### config.mk
export PLATFORM = sky130hd
export DESIGN_NAME = change_dispenser_flat
export DESIGN_NICKNAME = d
export VERILOG_FILES = /design/src/rtl/vending_pkg.sv /design/src/rtl/change_dispenser_if.sv /design/src/rtl/change_coin_select.sv /design/src/rtl/change_dispenser.sv /design/src/flat_wrapper.sv
export SDC_FILE = /design/constraint.sdc
export NUM_CORES = 1
export LEC_CHECK = 0
export CAP_MARGIN = 20
export CORE_AREA = 2 2 66 99
export DETAILED_ROUTE_END_ITERATION = 7
export DIE_AREA = 0 0 68 101
export PLACE_DENSITY = 0.72
export SLEW_MARGIN = 20
export SYNTH_ARGS = -nofsm -noshare
export SYNTH_HDL_FRONTEND = slang
export SYNTH_SLANG_ARGS = --single-unit
### constraint.sdc
create_clock -name sys_clk -period 10.5 [get_ports sys_clk]
set_clock_uncertainty 0.05 [all_clocks]
set_input_delay 2.1 -clock sys_clk [delete_from_list [all_inputs] [get_ports sys_clk]]
set_output_delay 2.1 -clock sys_clk [all_outputs]
set_load 0.005 [all_outputs]
### src/rtl/vending_pkg.sv
// rtl/vending_pkg.sv - shared money widths, coin encodings and dispenser state encoding
package vending_pkg;

  localparam int MONEY_W = 8;
  localparam int DENOM_N = 5;
  localparam int VALUE_W = 6;

  typedef logic [MONEY_W-1:0] money_t;
  typedef logic [DENOM_N-1:0] denom_t;
  typedef logic [VALUE_W-1:0] value_t;

  // One-hot coin order matches the money inputs: 1, 5, 10, 20, 50.
  localparam denom_t DENOM_1  = 5'b00001;
  localparam denom_t DENOM_5  = 5'b00010;
  localparam denom_t DENOM_10 = 5'b00100;
  localparam denom_t DENOM_20 = 5'b01000;
  localparam denom_t DENOM_50 = 5'b10000;

  localparam value_t VALUE_1  = 6'd1;
  localparam value_t VALUE_5  = 6'd5;
  localparam value_t VALUE_10 = 6'd10;
  localparam value_t VALUE_20 = 6'd20;
  localparam value_t VALUE_50 = 6'd50;

  typedef enum logic [2:0] {
    ST_IDLE,
    ST_SELECT,
    ST_EMIT,
    ST_GAP,
    ST_DONE
  } disp_state_t;

  function automatic value_t denom_value(input denom_t d);
    case (d)
      DENOM_1:  return VALUE_1;
      DENOM_5:  return VALUE_5;
      DENOM_10: return VALUE_10;
      DENOM_20: return VALUE_20;
      DENOM_50: return VALUE_50;
      default:  return '0;
    endcase
  endfunction

endpackage

### src/rtl/change_dispenser_if.sv
// rtl/change_dispenser_if.sv - request/status bundle of the change dispenser (coin_cnt with CHANGE_COIN_CNT_EN)
interface change_dispenser_if;
  import vending_pkg::*;

  logic   start;
  logic   abort;
  money_t change_in;
  logic   busy;
  logic   done;
  logic   coin_strobe;
  denom_t coin_denom;
  money_t remaining;
`ifdef CHANGE_COIN_CNT_EN
  logic [4*DENOM_N-1:0] coin_cnt;

  modport master (
    output start, abort, change_in,
    input  busy, done, coin_strobe, coin_denom, remaining, coin_cnt
  );
  modport slave (
    input  start, abort, change_in,
    output busy, done, coin_strobe, coin_denom, remaining, coin_cnt
  );
`else
  modport master (
    output start, abort, change_in,
    input  busy, done, coin_strobe, coin_denom, remaining
  );
  modport slave (
    input  start, abort, change_in,
    output busy, done, coin_strobe, coin_denom, remaining
  );
`endif
endinterface

### src/rtl/change_coin_select.sv
// rtl/change_coin_select.sv - picks the largest coin not exceeding the amount still owed
module change_coin_select
  import vending_pkg::*;
(
  input  money_t remaining,
  output denom_t denom,
  output value_t value
);

  always_comb begin
    denom = '0;
    if (remaining >= money_t'(VALUE_50))      denom = DENOM_50;
    else if (remaining >= money_t'(VALUE_20)) denom = DENOM_20;
    else if (remaining >= money_t'(VALUE_10)) denom = DENOM_10;
    else if (remaining >= money_t'(VALUE_5))  denom = DENOM_5;
    else if (remaining != '0)                 denom = DENOM_1;
  end

  assign value = denom_value(denom);

endmodule

### src/rtl/change_dispenser.sv
// rtl/change_dispenser.sv - greedy coin-by-coin change dispenser (per-coin counters with CHANGE_COIN_CNT_EN)
module change_dispenser
  import vending_pkg::*;
#(
  parameter int GAP_CYCLES = 50_000_000
) (
  input logic               sys_clk,
  input logic               sys_rst_n,
  change_dispenser_if.slave bus
);

  localparam int GAP_W = (GAP_CYCLES > 1) ? $clog2(GAP_CYCLES) : 1;
  localparam logic [GAP_W-1:0] GAP_LOAD = GAP_W'(GAP_CYCLES - 1);
  localparam logic [GAP_W-1:0] GAP_STEP = GAP_W'(1);

  disp_state_t      state, state_nxt;
  money_t           remaining, remaining_nxt;
  logic [GAP_W-1:0] gap_cnt, gap_cnt_nxt;
  logic             busy, done, coin_strobe;
  logic             busy_nxt, done_nxt, strobe_nxt;
  denom_t           coin_denom, denom_nxt;
  denom_t           sel_denom;
  value_t           sel_value;

  change_coin_select u_select (
    .remaining (remaining),
    .denom     (sel_denom),
    .value     (sel_value)
  );

  always_comb begin
    state_nxt     = state;
    remaining_nxt = remaining;
    gap_cnt_nxt   = gap_cnt;
    if (state != ST_IDLE && bus.abort) begin
      state_nxt     = ST_IDLE;
      remaining_nxt = '0;
    end else begin
      case (state)
        ST_IDLE: begin
          if (bus.start) begin
            remaining_nxt = bus.change_in;
            state_nxt     = (bus.change_in == '0) ? ST_DONE : ST_SELECT;
          end
        end
        ST_SELECT: state_nxt = ST_EMIT;
        ST_EMIT: begin
          // Selection is still valid here: remaining is unchanged since SELECT.
          remaining_nxt = remaining - money_t'(sel_value);
          if (remaining_nxt == '0) begin
            state_nxt = ST_DONE;
          end else begin
            gap_cnt_nxt = GAP_LOAD;
            state_nxt   = ST_GAP;
          end
        end
        ST_GAP: begin
          if (gap_cnt == '0) state_nxt = ST_SELECT;
          else               gap_cnt_nxt = gap_cnt - GAP_STEP;
        end
        ST_DONE: state_nxt = ST_IDLE;
        default: state_nxt = ST_IDLE;
      endcase
    end
    // Status outputs are registered copies of what the next state implies.
    busy_nxt   = (state_nxt != ST_IDLE);
    done_nxt   = (state_nxt == ST_DONE);
    strobe_nxt = (state_nxt == ST_EMIT);
    denom_nxt  = strobe_nxt ? sel_denom : coin_denom;
  end

  always_ff @(posedge sys_clk or negedge sys_rst_n) begin
    if (!sys_rst_n) begin
      state       <= ST_IDLE;
      remaining   <= '0;
      gap_cnt     <= '0;
      busy        <= 1'b0;
      done        <= 1'b0;
      coin_strobe <= 1'b0;
      coin_denom  <= '0;
    end else begin
      state       <= state_nxt;
      remaining   <= remaining_nxt;
      gap_cnt     <= gap_cnt_nxt;
      busy        <= busy_nxt;
      done        <= done_nxt;
      coin_strobe <= strobe_nxt;
      coin_denom  <= denom_nxt;
    end
  end

  assign bus.busy        = busy;
  assign bus.done        = done;
  assign bus.coin_strobe = coin_strobe;
  assign bus.coin_denom  = coin_denom;
  assign bus.remaining   = remaining;

`ifdef CHANGE_COIN_CNT_EN
  logic [4*DENOM_N-1:0] coin_cnt;
  logic                 accept;

  assign accept = (state == ST_IDLE) && bus.start;

  // Saturating 4-bit tallies, bumped together with the strobe they count.
  always_ff @(posedge sys_clk or negedge sys_rst_n) begin
    if (!sys_rst_n) begin
      coin_cnt <= '0;
    end else if (accept) begin
      coin_cnt <= '0;
    end else if (strobe_nxt) begin
      for (int i = 0; i < DENOM_N; i++) begin
        if (sel_denom[i] && coin_cnt[4*i +: 4] != 4'hF)
          coin_cnt[4*i +: 4] <= coin_cnt[4*i +: 4] + 4'd1;
      end
    end
  end

  assign bus.coin_cnt = coin_cnt;
`endif

endmodule

### src/flat_wrapper.sv
// flat-port wrapper written by rule: the top's interface ports become plain ports
module change_dispenser_flat import vending_pkg::*;
#(
  parameter int GAP_CYCLES = 50_000_000
)
  (sys_clk, sys_rst_n, bus_start, bus_abort, bus_change_in, bus_busy, bus_done, bus_coin_strobe, bus_coin_denom, bus_remaining);
  change_dispenser_if bus_i ();
  input logic sys_clk;
  input logic sys_rst_n;
  input wire logic [$bits(bus_i.start)-1:0] bus_start;
  input wire logic [$bits(bus_i.abort)-1:0] bus_abort;
  input wire logic [$bits(bus_i.change_in)-1:0] bus_change_in;
  output wire logic [$bits(bus_i.busy)-1:0] bus_busy;
  output wire logic [$bits(bus_i.done)-1:0] bus_done;
  output wire logic [$bits(bus_i.coin_strobe)-1:0] bus_coin_strobe;
  output wire logic [$bits(bus_i.coin_denom)-1:0] bus_coin_denom;
  output wire logic [$bits(bus_i.remaining)-1:0] bus_remaining;
  assign bus_i.start = bus_start;
  assign bus_i.abort = bus_abort;
  assign bus_i.change_in = bus_change_in;
  assign bus_busy = bus_i.busy;
  assign bus_done = bus_i.done;
  assign bus_coin_strobe = bus_i.coin_strobe;
  assign bus_coin_denom = bus_i.coin_denom;
  assign bus_remaining = bus_i.remaining;
  change_dispenser #(.GAP_CYCLES(GAP_CYCLES)) u_core (.sys_clk(sys_clk), .sys_rst_n(sys_rst_n), .bus(bus_i));
endmodule
After elaboration in Yosys (flattened, before gate mapping)
Cells that the tools add are included.

$add $sub $neg: 2. Order comparisons: 4. Equal/unequal tests: 13. Mux-type cells: 18. Bitwise gates (word level): 1. Reduce and logical (&&, ||, !) cells: 12.

Operators with widths (count): two-way mux 26 bit (2); case mux 26 bit (2 select lines) (1); case mux 6 bit (5 select lines) (1); zero test 26 bit (1); subtractor 26 x 1 -> 26 bit, second input constant (1); two-way mux 3 bit (6); zero test 8 bit (2); two-way mux 8 bit (2); case mux 8 bit (2 select lines) (1); case mux 3 bit (4 select lines) (1); equality test 3 x 2 -> 1 bit, second input constant (3); nonzero test 3 bit (3); >= comparator 8 x 3 -> 1 bit, second input constant (1); >= comparator 8 x 4 -> 1 bit, second input constant (1); >= comparator 8 x 5 -> 1 bit, second input constant (1); >= comparator 8 x 6 -> 1 bit, second input constant (1); nonzero test 8 bit (1); subtractor 8 x 6 -> 8 bit (1); equality test 5 x 1 -> 1 bit, second input constant (1); equality test 5 x 2 -> 1 bit, second input constant (1); equality test 5 x 3 -> 1 bit, second input constant (1); equality test 5 x 4 -> 1 bit, second input constant (1); equality test 5 bit, second input constant (1); two-way mux 5 bit (1); other kinds (13) (14).

Bits in registers: 45. Input bits: 12. Output and inout bits: 16. Word-level logic and storage cells: 57.

Longest topological paths before layout
Gate-level depths: netlist of run 1.

Word-level depth: 14. Depth in mapped cells: 16. Mapped depth without buffers: 14.

By module
A second synthesis of run 1 with hierarchy kept.

Cell total of the unflattened synthesis: 327. Area total of the unflattened synthesis: 2896.5 um^2.

By module, submodules not included: change_dispenser (times used 1, cells an instance 303, area an instance 2745.1 um^2, seq. area each 1126.1 um^2); change_coin_select (times used 1, cells an instance 24, area an instance 151.4 um^2, seq. area each 0.0 um^2).

Worst setup path after synthesis of run 1
Ideal clock, no wire load.

Path kind: register to register. From: register u_core.remaining[2], in the netlist u_core.bus.remaining[2]. To: register u_core.gap_cnt[24]. Library setup time: 0.126 ns. Arrival: 3.535 ns. Data required time: 10.324 ns. Path slack: 6.788 ns. Stages on the path, launching flop included: 16. Path buffers: 1. Clock period less this slack: 3.712 ns. Cells stage by stage: dfrtp_1 clkbuf_1 o311a_1 nor3_1 o21ai_0 a21oi_1 ha_1 inv_1 fa_1 a211oi_1 nor2_1 xor2_1 nor3_1 nand4b_1 nand3_2 a311o_1.

Longest elaborated chain between the ends: 12. Elaborated cells on any way between the ends: 20. Classes of those cells: add/sub: 1; order compare: 4; eq/ne: 6; mux: 6; reduce/logical: 3.

RTL lines: start, declared (line change_dispenser.sv:17) `money_t remaining, remaining_nxt;`; start signal, assigned (line change_dispenser.sv:83) `remaining <= remaining_nxt;`; branches (longest 8 deep; another with >= comparator 8 x 3 -> 1 bit); subtractor 8 x 6 -> 8 bit * (line change_dispenser.sv:49) `remaining_nxt = remaining - money_t'(sel_value);`; zero test 8 bit * (line change_dispenser.sv:50) `if (remaining_nxt == '0) begin`; inequality test 2 bit (no line) *; AND reduction 4 bit (no line) *; end signal, assigned (line change_dispenser.sv:84) `gap_cnt <= gap_cnt_nxt;`; end, declared (line change_dispenser.sv:18) `logic [GAP_W-1:0] gap_cnt, gap_cnt_nxt;`.

Every way passes the cells marked *. A chain may end at the register's enable or synchronous reset.

Final worst setup path of run 1
From: register u_core.remaining[3], in the netlist u_core.bus.remaining[3]. To: register u_core.gap_cnt[24].

Same word-level chain as after synthesis.

==> results.cfg, run 1 <==
[synthesis]
yosysWarningCount = 0
mappedNetlistNets = 365
ys_ff_latch = 45
synthCells = 344
synth_area_sq_mm = 0.00306
synthMuxAreaShare_pct = 1.96
yosysUniqueCellTypes = 64
async_flop_share_pct = 100
synth_fa_ha_area_share_pct = 3.93
synth-edff-count = 0
synth_xor_area_share_pct = 0.860
synth_top_family_by_area = simple AND/OR/NAND/NOR gates
yosysSeqAreaShare_pct = 36.8
synthSimpleGateAreaFrac_pct = 27.2
synth_compound_area_share_pct = 25.0
avgSynthCellArea_sq_um = 8.89
yosys_most_used_dff = dfrtp_1

[cts]
clkTransAtPathRegs_ns = 0.09
cts_tree = done
holdBufCountCts = 0
cts_resized = 0
clkLatencyLatePin_ns = 0.31
htreeDepth = 2
cts_root_buf = clkbuf_8
cts_setup_buffers = 0
clock_path_buffers = 2
cts_inserted_buffers = 5
clock_sinks = 45

[global_route]
antenna_found_initial = 0
grt.busiest_layer = met2
globalRouteMet1Util_pct = 29.2
grt_pass1_vias = 2539
met2_usage_pct = 40.0
grt_usage_pct = 23.7
grt_first_pass_wirelength_mm = 12.3
use_met3_pct = 2.57
grt_max_degree = 46
grt_remaining_overflow = 0

[cells_and_area]
layoutNonFillerInstCount = 438
finish.utilization_pct = 56.6
layout_common_cells = dfrtp_1, nor2_1, nand2_1, o21ai_0, clkdlybuf4s50_1
n_antenna_cell = 0
design_area_sq_mm = 0.00342
finalNetCount = 384
final_common_cell = dfrtp_1
layout-drive-gt1-share_pct = 11.3
fillers = 567
area_growth_pct = 12.0

[worst_hold_path]
hp-class = reg2reg

[critical_path]
crit_type = reg2reg
start_kind = register
critPathMaxFanout = 12
cp-end-kind = register
cpMaxStageDelayCell = dfrtp_1
worst_path_most_repeated_cell = nor3_1
crit_arrival_ns = 4.36
cp_cell_sequence = o311a_1 -> nor3_1 -> o21ai_0 -> a21oi_1 -> ha_1 -> inv_1 -> fa_1 -> a211oi_1 -> nor2_1 -> xor2_1 -> nor3_1 -> nand4b_1 -> nand3_2 -> a311o_1
cpPeakStageDelay_ns = 0.52
crit_required_ns = 10.65

[detailed_routing]
wl_per_cell_um = 16.8
ant_nets = 0
dr.pass1.iters = 4
drt-initial-drc-count = 190
drc = 0
vias = 2719
routed_via_density = 6.21
totalWireLength_mm = 7.35

[sta]
tns_ns = 0
rsz0062_at_grt = false
fin_hold_ws_ns = 0.431
relSlewSlack_pct = 50.7
setup_ws_ns = 6.29
worstMarginPinSlew_ns = 0.735
final_hold_viol_count = 0
min_period_ns = 4.21
setup-violations-final = 0
max_freq_mhz = 238
finalCritPeriodShare_pct = 40.1
timing.final.max_slew_violations = 0

[floorplanning]
start_util_pct = 50.6
rows = 35
die_x_um = 68
die_h_um = 101
dieArea_sq_mm = 0.00687
core_area_sq_mm = 0.00604
ioPinCount = 28

[place]
post-dp-hpwl_mm = 5.29
port_buffers = 27
dp_slack_ns = 6.26
place_area_sq_mm = 0.00332
place_inst = 430
routabilityCongestion = 0.920

[pwr]
vdd_ir_drop_max_mv = 0.227
p_total_mw = 1.05
leakage_nw = 1.37
power_density_mw_per_mm2 = 306

[job]
maxCapViolCount = 0

[outcome]
outcome = finished, final reports clean
-- worst max-delay path, delay by kind of cell, from the launching register on --
kind | cells | cell delay, ns
AOI/OAI and AO/OA | 5 | 1.50
and+or+nand+nor | 5 | 1.07
adders and majority gates | 2 | 0.57
DFF | 1 | 0.52
xor gates and xnor gates | 1 | 0.33
buffers and inverters | 1 | 0.06
-- cell usage after synthesis, types with 5 or more instances --
master | number | area share, %
clkbuf_1 | 8 | 0.98
inv_1 | 9 | 1.1
o31ai_2 | 9 | 3.7
nor4_1 | 7 | 1.4
o31ai_1 | 9 | 2.2
dfrtp_1 | 45 | 37
o21ai_1 | 7 | 1.1
nor2_1 | 42 | 5.2
mux2i_1 | 6 | 2.0
ha_1 | 8 | 3.3
o21ai_0 | 27 | 4.4
nand2_1 | 40 | 4.9
a21oi_1 | 21 | 3.4
nor3_1 | 11 | 1.8
buf_6 | 5 | 1.8
nand3_1 | 10 | 1.6
-- logic make-up (layout without fill, tap and decap cells) --
group           Yosys count  after routing
buf+inv                  24             44
fa+ha+maj                 9              9
xor+xnor                  3              3
mux                       6              6
compound gates          105            105
flops                    45             45
simple gates            152            152
-- registers in the layout, indices dropped and copies added (netlist names) --
name                    flops
u_core.bus.busy             1
u_core.bus.coin_denom       5
u_core.bus.coin_strobe      1
u_core.bus.done             1
u_core.bus.remaining        8
u_core.gap_cnt             26
u_core.state                3
-- cell type report --
type	instances	area, sq um	area share (%)
well taps	74	92.6	2.70
clock buffers	7	96.3	2.81
clock inverters	1	5.00	0.146
inverters	9	33.8	0.987
flip-flops and latches	45	1130	32.9
repair buffers	27	268	7.82
multi-input cells	275	1800	52.6
-- worst paths after layout --
| check | from | endpoint | slack (ns) | cells past startpoint |
|---|---|---|---|---|
| worst max-delay path | u_core.bus.remaining[3] | u_core.gap_cnt[24] | 6.29 | 14 |
| worst min-delay path | u_core.bus.coin_denom[1] | u_core.bus.coin_denom[1] | 0.43 | 2 |
| worst max register to register | u_core.bus.remaining[3] | u_core.gap_cnt[24] | 6.29 | 14 |
| worst min register to register | u_core.bus.coin_denom[1] | u_core.bus.coin_denom[1] | 0.43 | 2 |
| max in group asynchronous | sys_rst_n | u_core.gap_cnt[21] | 8.25 | 1 |
| min in group asynchronous | sys_rst_n | u_core.gap_cnt[2] | 1.74 | 1 |
-- power by group --
group          total, mW  internal, mW  switching, mW  leakage, nW
Clock              0.123        0.0596         0.0636       0.0542
Combinational      0.600         0.248          0.352        0.783
Sequential         0.323         0.232         0.0905        0.532
Total               1.05         0.540          0.506         1.37
-- per-layer routing --
| metal | vias to the layer above | part of all wire, % |
|---|---|---|
| li1 | 1313 | - |
| met1 | 1310 | 39 |
| met2 | 78 | 54 |
| met3 | 18 | 3.9 |
| met4 | 0 | 3.2 |
| met5 | - | 0 |
Power figures use the tool's default switching activity.
==> inputs of run 2 (changes only) <==
==> constraint.sdc (replaced) <==
create_clock -name sys_clk -period 4.1 [get_ports sys_clk]
set_clock_uncertainty 0.05 [all_clocks]
set_input_delay 0.82 -clock sys_clk [delete_from_list [all_inputs] [get_ports sys_clk]]
set_output_delay 0.82 -clock sys_clk [all_outputs]
set_load 0.005 [all_outputs]
==> results.cfg, run 2 (synthesized netlist as in run 1, its figures left out) <==
[outcome]
outcome = finished, final reports clean

[cells_and_area]
largest_reg_flops = 26
top_regs = u_core.gap_cnt: 26 flops, u_core.bus.remaining: 8 flops, u_core.bus.coin_denom: 5 flops
top_register = u_core.gap_cnt
finalNetCount = 390
area_growth_pct = 14.0
fillers = 556
layout_common_cells = dfrtp_1, nor2_1, nand2_1, o21ai_0, clkdlybuf4s50_1
design_area_sq_mm = 0.00348
seq_area_sq_mm = 0.00113
finish.utilization_pct = 57.6
layout-drive-gt1-share_pct = 12.7
multi_input_area_sq_mm = 0.00181
final_common_cell = dfrtp_1
n_antenna_cell = 0

[global_route]
grt_remaining_overflow = 0
grt_max_degree = 46
grt_first_pass_wirelength_mm = 12.3
grt_pass1_vias = 2669
antenna_found_initial = 0
grt_usage_pct = 23.3

[floorplanning]
rows = 35
dieArea_sq_mm = 0.00687
die_x_um = 68
die_h_um = 101
core_area_sq_mm = 0.00604
ioPinCount = 28
start_util_pct = 50.6

[detailed_routing]
dr.pass1.iters = 4
drc = 0
ant_nets = 0
drt-initial-drc-count = 144
wl_per_cell_um = 16.5
totalWireLength_mm = 7.30
routed_via_density = 6.16
vias = 2735

[job]
maxCapViolCount = 0

[sta]
fin_hold_ws_ns = 0.441
final_hold_viol_count = 0
worstMarginPinSlew_ns = 0.632
setup-violations-final = 0
timing.final.max_slew_violations = 0
rsz0062_at_grt = false
finalCritPeriodShare_pct = 94.1
min_period_ns = 3.86
tns_ns = 0
relSlewSlack_pct = 57.6
max_freq_mhz = 259

[cts]
clkLatencyLatePin_ns = 0.31
cts_root_buf = clkbuf_8
holdBufCountCts = 0
htreeDepth = 2
cts_inserted_buffers = 5
clkTransAtPathRegs_ns = 0.10
clock_sinks = 45
cts_tree = done
clock_path_buffers = 2

[pwr]
power_density_mw_per_mm2 = 796
vdd_ir_drop_max_mv = 0.540
leakage_nw = 1.40

[critical_path]
crit_type = reg2reg
cpPeakStageDelay_ns = 0.65
critPathMaxFanout = 11
critPathTopFamily = simple AND/OR/NAND/NOR gates
crit_arrival_ns = 4.01
cp_cell_sequence = or4_1 -> a21o_1 -> a22oi_1 -> o21ai_1 -> ha_1 -> a211oi_1 -> nor2_1 -> xor2_1 -> nor3_1 -> nand4b_1 -> nand3_2 -> a311o_1
crit_required_ns = 4.26
cp-end-kind = register
cpMaxStageDelayCell = or4_1
path_buf_inv = 0
start_kind = register

[place]
routabilityCongestion = 0.909
post-dp-hpwl_mm = 5.39
port_buffers = 27
place_area_sq_mm = 0.00336

[worst_hold_path]
hp-class = in2async
==> run 2: metal layers <==
layer / vias to the layer above / global-route usage (%) / part of all wire [%]
met1: 1330 / 26.7 / 39
met4: 0 / 12.9 / 3.9
met5: - / 0 / 0
met2: 55 / 40.8 / 55
li1: 1330 / - / -
met3: 20 / 2.68 / 2.0
==> run 2: final timing paths <==
| kind | end | from | slack [ns] | depth (start not counted) |
|---|---|---|---|---|
| max in group asynchronous | u_core.gap_cnt[9] | sys_rst_n | 3.14 | 1 |
| worst min register to register | u_core.bus.coin_denom[1] | u_core.bus.coin_denom[1] | 0.44 | 2 |
| min in group sys_clk | u_core.bus.coin_denom[1] | u_core.bus.coin_denom[1] | 0.44 | 2 |
| worst min-delay path | u_core.gap_cnt[19] | sys_rst_n | 0.44 | 1 |
| worst max-delay path | u_core.gap_cnt[24] | u_core.bus.remaining[6] | 0.24 | 12 |
| worst max register to register | u_core.gap_cnt[24] | u_core.bus.remaining[6] | 0.24 | 12 |
==> run 2: power breakdown <==
part	switching, mW	internal, mW	leakage [nW]	total [mW]
clock network	0.159	0.183	0.0554	0.343
logic	0.937	0.703	0.815	1.64
registers	0.197	0.595	0.532	0.792
==> run 2: layout make-up <==
cell class | count | share of cell area, %
multi-input combinational | 275 | 51.9
sequential | 45 | 32.3
timing repair buffer | 33 | 8.98
tap | 74 | 2.66
clock buffer | 6 | 2.08
clock inverter | 2 | 1.11
inverter | 9 | 0.970
==> run 2: through the flow <==
stage	instances	power (mW)	setup slack (ns)
floorplan	344	1.94	0.388
global placement	436	2.40	0.326
detailed placement	436	2.43	0.156
CTS	444	2.78	0.194
global route	444	3.01	0.0000764
finish	444	2.77	0.242
==> run 2: timing repair <==
action                     4_1_cts  5_1_grt
setup endpoints to repair        0        1
setup buffers                    0        0
gates resized for setup          0        1
==> inputs of run 3 (changes only) <==
--- a/config.mk
+++ b/config.mk
@@ -6,9 +6,9 @@
 export NUM_CORES = 1
 export LEC_CHECK = 0
 export CAP_MARGIN = 20
-export CORE_AREA = 2 2 66 99
+export CORE_AREA = 2 2 92 72
 export DETAILED_ROUTE_END_ITERATION = 7
-export DIE_AREA = 0 0 68 101
+export DIE_AREA = 0 0 94 74
 export PLACE_DENSITY = 0.72
 export SLEW_MARGIN = 20
 export SYNTH_ARGS = -nofsm -noshare
==> results.cfg, run 3 (synthesized netlist as in run 1, its figures left out) <==
[pwr]
sequentialPowerShare_pct = 28.2
swShare_pct = 48.0
vdd_ir_drop_max_mv = 0.427
power_density_mw_per_mm2 = 803
p_total_mw = 2.81
combPwrFrac_pct = 60.0
clkPwrFrac_pct = 11.8
cellInternalPower_mw = 1.46
switchingPower_mw = 1.35
leakage_nw = 1.40

[critical_path]
start_kind = register
crit_type = reg2reg
crit_arrival_ns = 4.02
r2r_setup_slack_ns = 0.23
cpMaxStageDelayCell = or4_1
cp_cell_sequence = or4_1 -> a21o_1 -> a22oi_1 -> o21ai_1 -> ha_1 -> o21ai_1 -> a21oi_1 -> mux2i_1 -> a211oi_1 -> nand4b_1 -> nand3_2 -> a311o_1
cpPeakStageDelay_ns = 0.65
cp-end-kind = register
crit_required_ns = 4.25
critPathMaxFanout = 11
worst_path_most_repeated_cell = o21ai_1

[detailed_routing]
top_layer = met4
route.met3.wl_um = 433
vias = 2732
totalWireLength_mm = 7.59
drt-met1-wl_mm = 3.88
wl_per_cell_um = 16.9
drt-initial-drc-count = 202
dr.pass1.iters = 5
drc = 0
ant_nets = 0
wl_met2_mm = 3.23
routed_via_density = 6.08

[sta]
final_hold_viol_count = 0
finalCritPeriodShare_pct = 94.4
relSlewSlack_pct = 55.3
setup-violations-final = 0
setup_ws_ns = 0.228
min_period_ns = 3.87
worstMarginPinSlew_ns = 0.665
max_freq_mhz = 258
timing.final.max_slew_violations = 0

[cts]
clock_sinks = 45
clock_path_buffers = 2
cts_inserted_buffers = 5
clkTransAtPathRegs_ns = 0.09
cts_root_buf = clkbuf_8
clkLatencyLatePin_ns = 0.31
htreeDepth = 2
cts_tree = done

[place]
post-dp-hpwl_mm = 5.34
place_area_sq_mm = 0.00337
port_buffers = 27
dp_slack_ns = 0.215
routabilityCongestion = 0.935

[cells_and_area]
finalNetCount = 389
largest_reg_flops = 26
design_area_sq_mm = 0.00350
top_regs = u_core.gap_cnt: 26 flops, u_core.bus.remaining: 8 flops, u_core.bus.coin_denom: 5 flops
layout-drive-gt1-share_pct = 13.3
layout_common_cells = dfrtp_1, nor2_1, nand2_1, o21ai_0, clkdlybuf4s50_1
n_antenna_cell = 0
fillers = 559
final_common_cell = dfrtp_1
area_growth_pct = 14.4
top_register = u_core.gap_cnt

[global_route]
grt_remaining_overflow = 0
antenna_found_initial = 0
grt_usage_pct = 23.4
grt_max_degree = 46
grt_first_pass_wirelength_mm = 12.9
grt_pass1_vias = 2576

[floorplanning]
rows = 25
die_x_um = 94
die_h_um = 74
start_util_pct = 50.1
ioPinCount = 28
dieArea_sq_mm = 0.00696
core_area_sq_mm = 0.00610

[job]
maxCapViolCount = 0

[worst_hold_path]
hp-class = reg2reg

[outcome]
outcome = finished, final reports clean
-- run 3: layout make-up --
class	instances	area (sq um)	share of cell area (%)
flip-flops and latches	45	1130	32.2
clock inverters	2	35.0	1.00
well taps	81	101	2.90
clock buffers	5	68.8	1.97
inverters	9	33.8	0.966
multi-input cells	275	1830	52.2
repair buffers	32	305	8.73
-- run 3: worst max-delay path, delay by kind of cell (launching register included) --
family	cells	cell delay, ns
compound gates	7	1.37
simple gates	3	1.11
flops	1	0.51
fa+ha+maj	1	0.36
mux	1	0.34
-- run 3: final timing paths --
check,from,end,depth (start not counted)
setup / recovery,u_core.bus.remaining[6],u_core.gap_cnt[24],12
hold / removal,u_core.bus.coin_denom[2],u_core.bus.coin_denom[2],2
setup reg to reg,u_core.bus.remaining[6],u_core.gap_cnt[24],12
hold reg to reg,u_core.bus.coin_denom[2],u_core.bus.coin_denom[2],2
max in group asynchronous,sys_rst_n,u_core.bus.remaining[0],1
min in group asynchronous,sys_rst_n,u_core.gap_cnt[14],1
-- run 3: timing repair --
item / CTS / global route
setup buffers: 0 / 0
hold buffers: 0 / 0
endpoints found under the setup margin: 0 / 12
gates resized for setup: 0 / 4
-- run 3: layer usage --
metal  vias to the layer above  global-route usage, %
met2                        92                   33.2
met5                         -                      0
li1                       1318                      -
met1                      1316                   36.9
met3                         6                   4.66
met4                         0                   5.48
-- run 3: metrics by stage --
stage               hold slack (ns)  TNS, ns  cells  util [%]
finish                        0.434        0    449      57.3
global route                  0.467  -0.0843    449      57.3
CTS                           0.449        0    449      56.9
detailed placement            0.430        0    442      55.2
global placement              0.414        0    442      55.2
floorplan                     0.396        0    344         -
-- run 3: power by group through the flow --
stage          clock, mW  combinational [mW]  sequential [mW]
2_1_floorplan          0                1.20            0.744
3_3_place_gp           0                1.56            0.784
3_5_place_dp           0                1.60            0.793
4_1_cts            0.341                1.61            0.786
5_1_grt            0.354                1.84            0.821
6_report           0.332                1.68            0.792
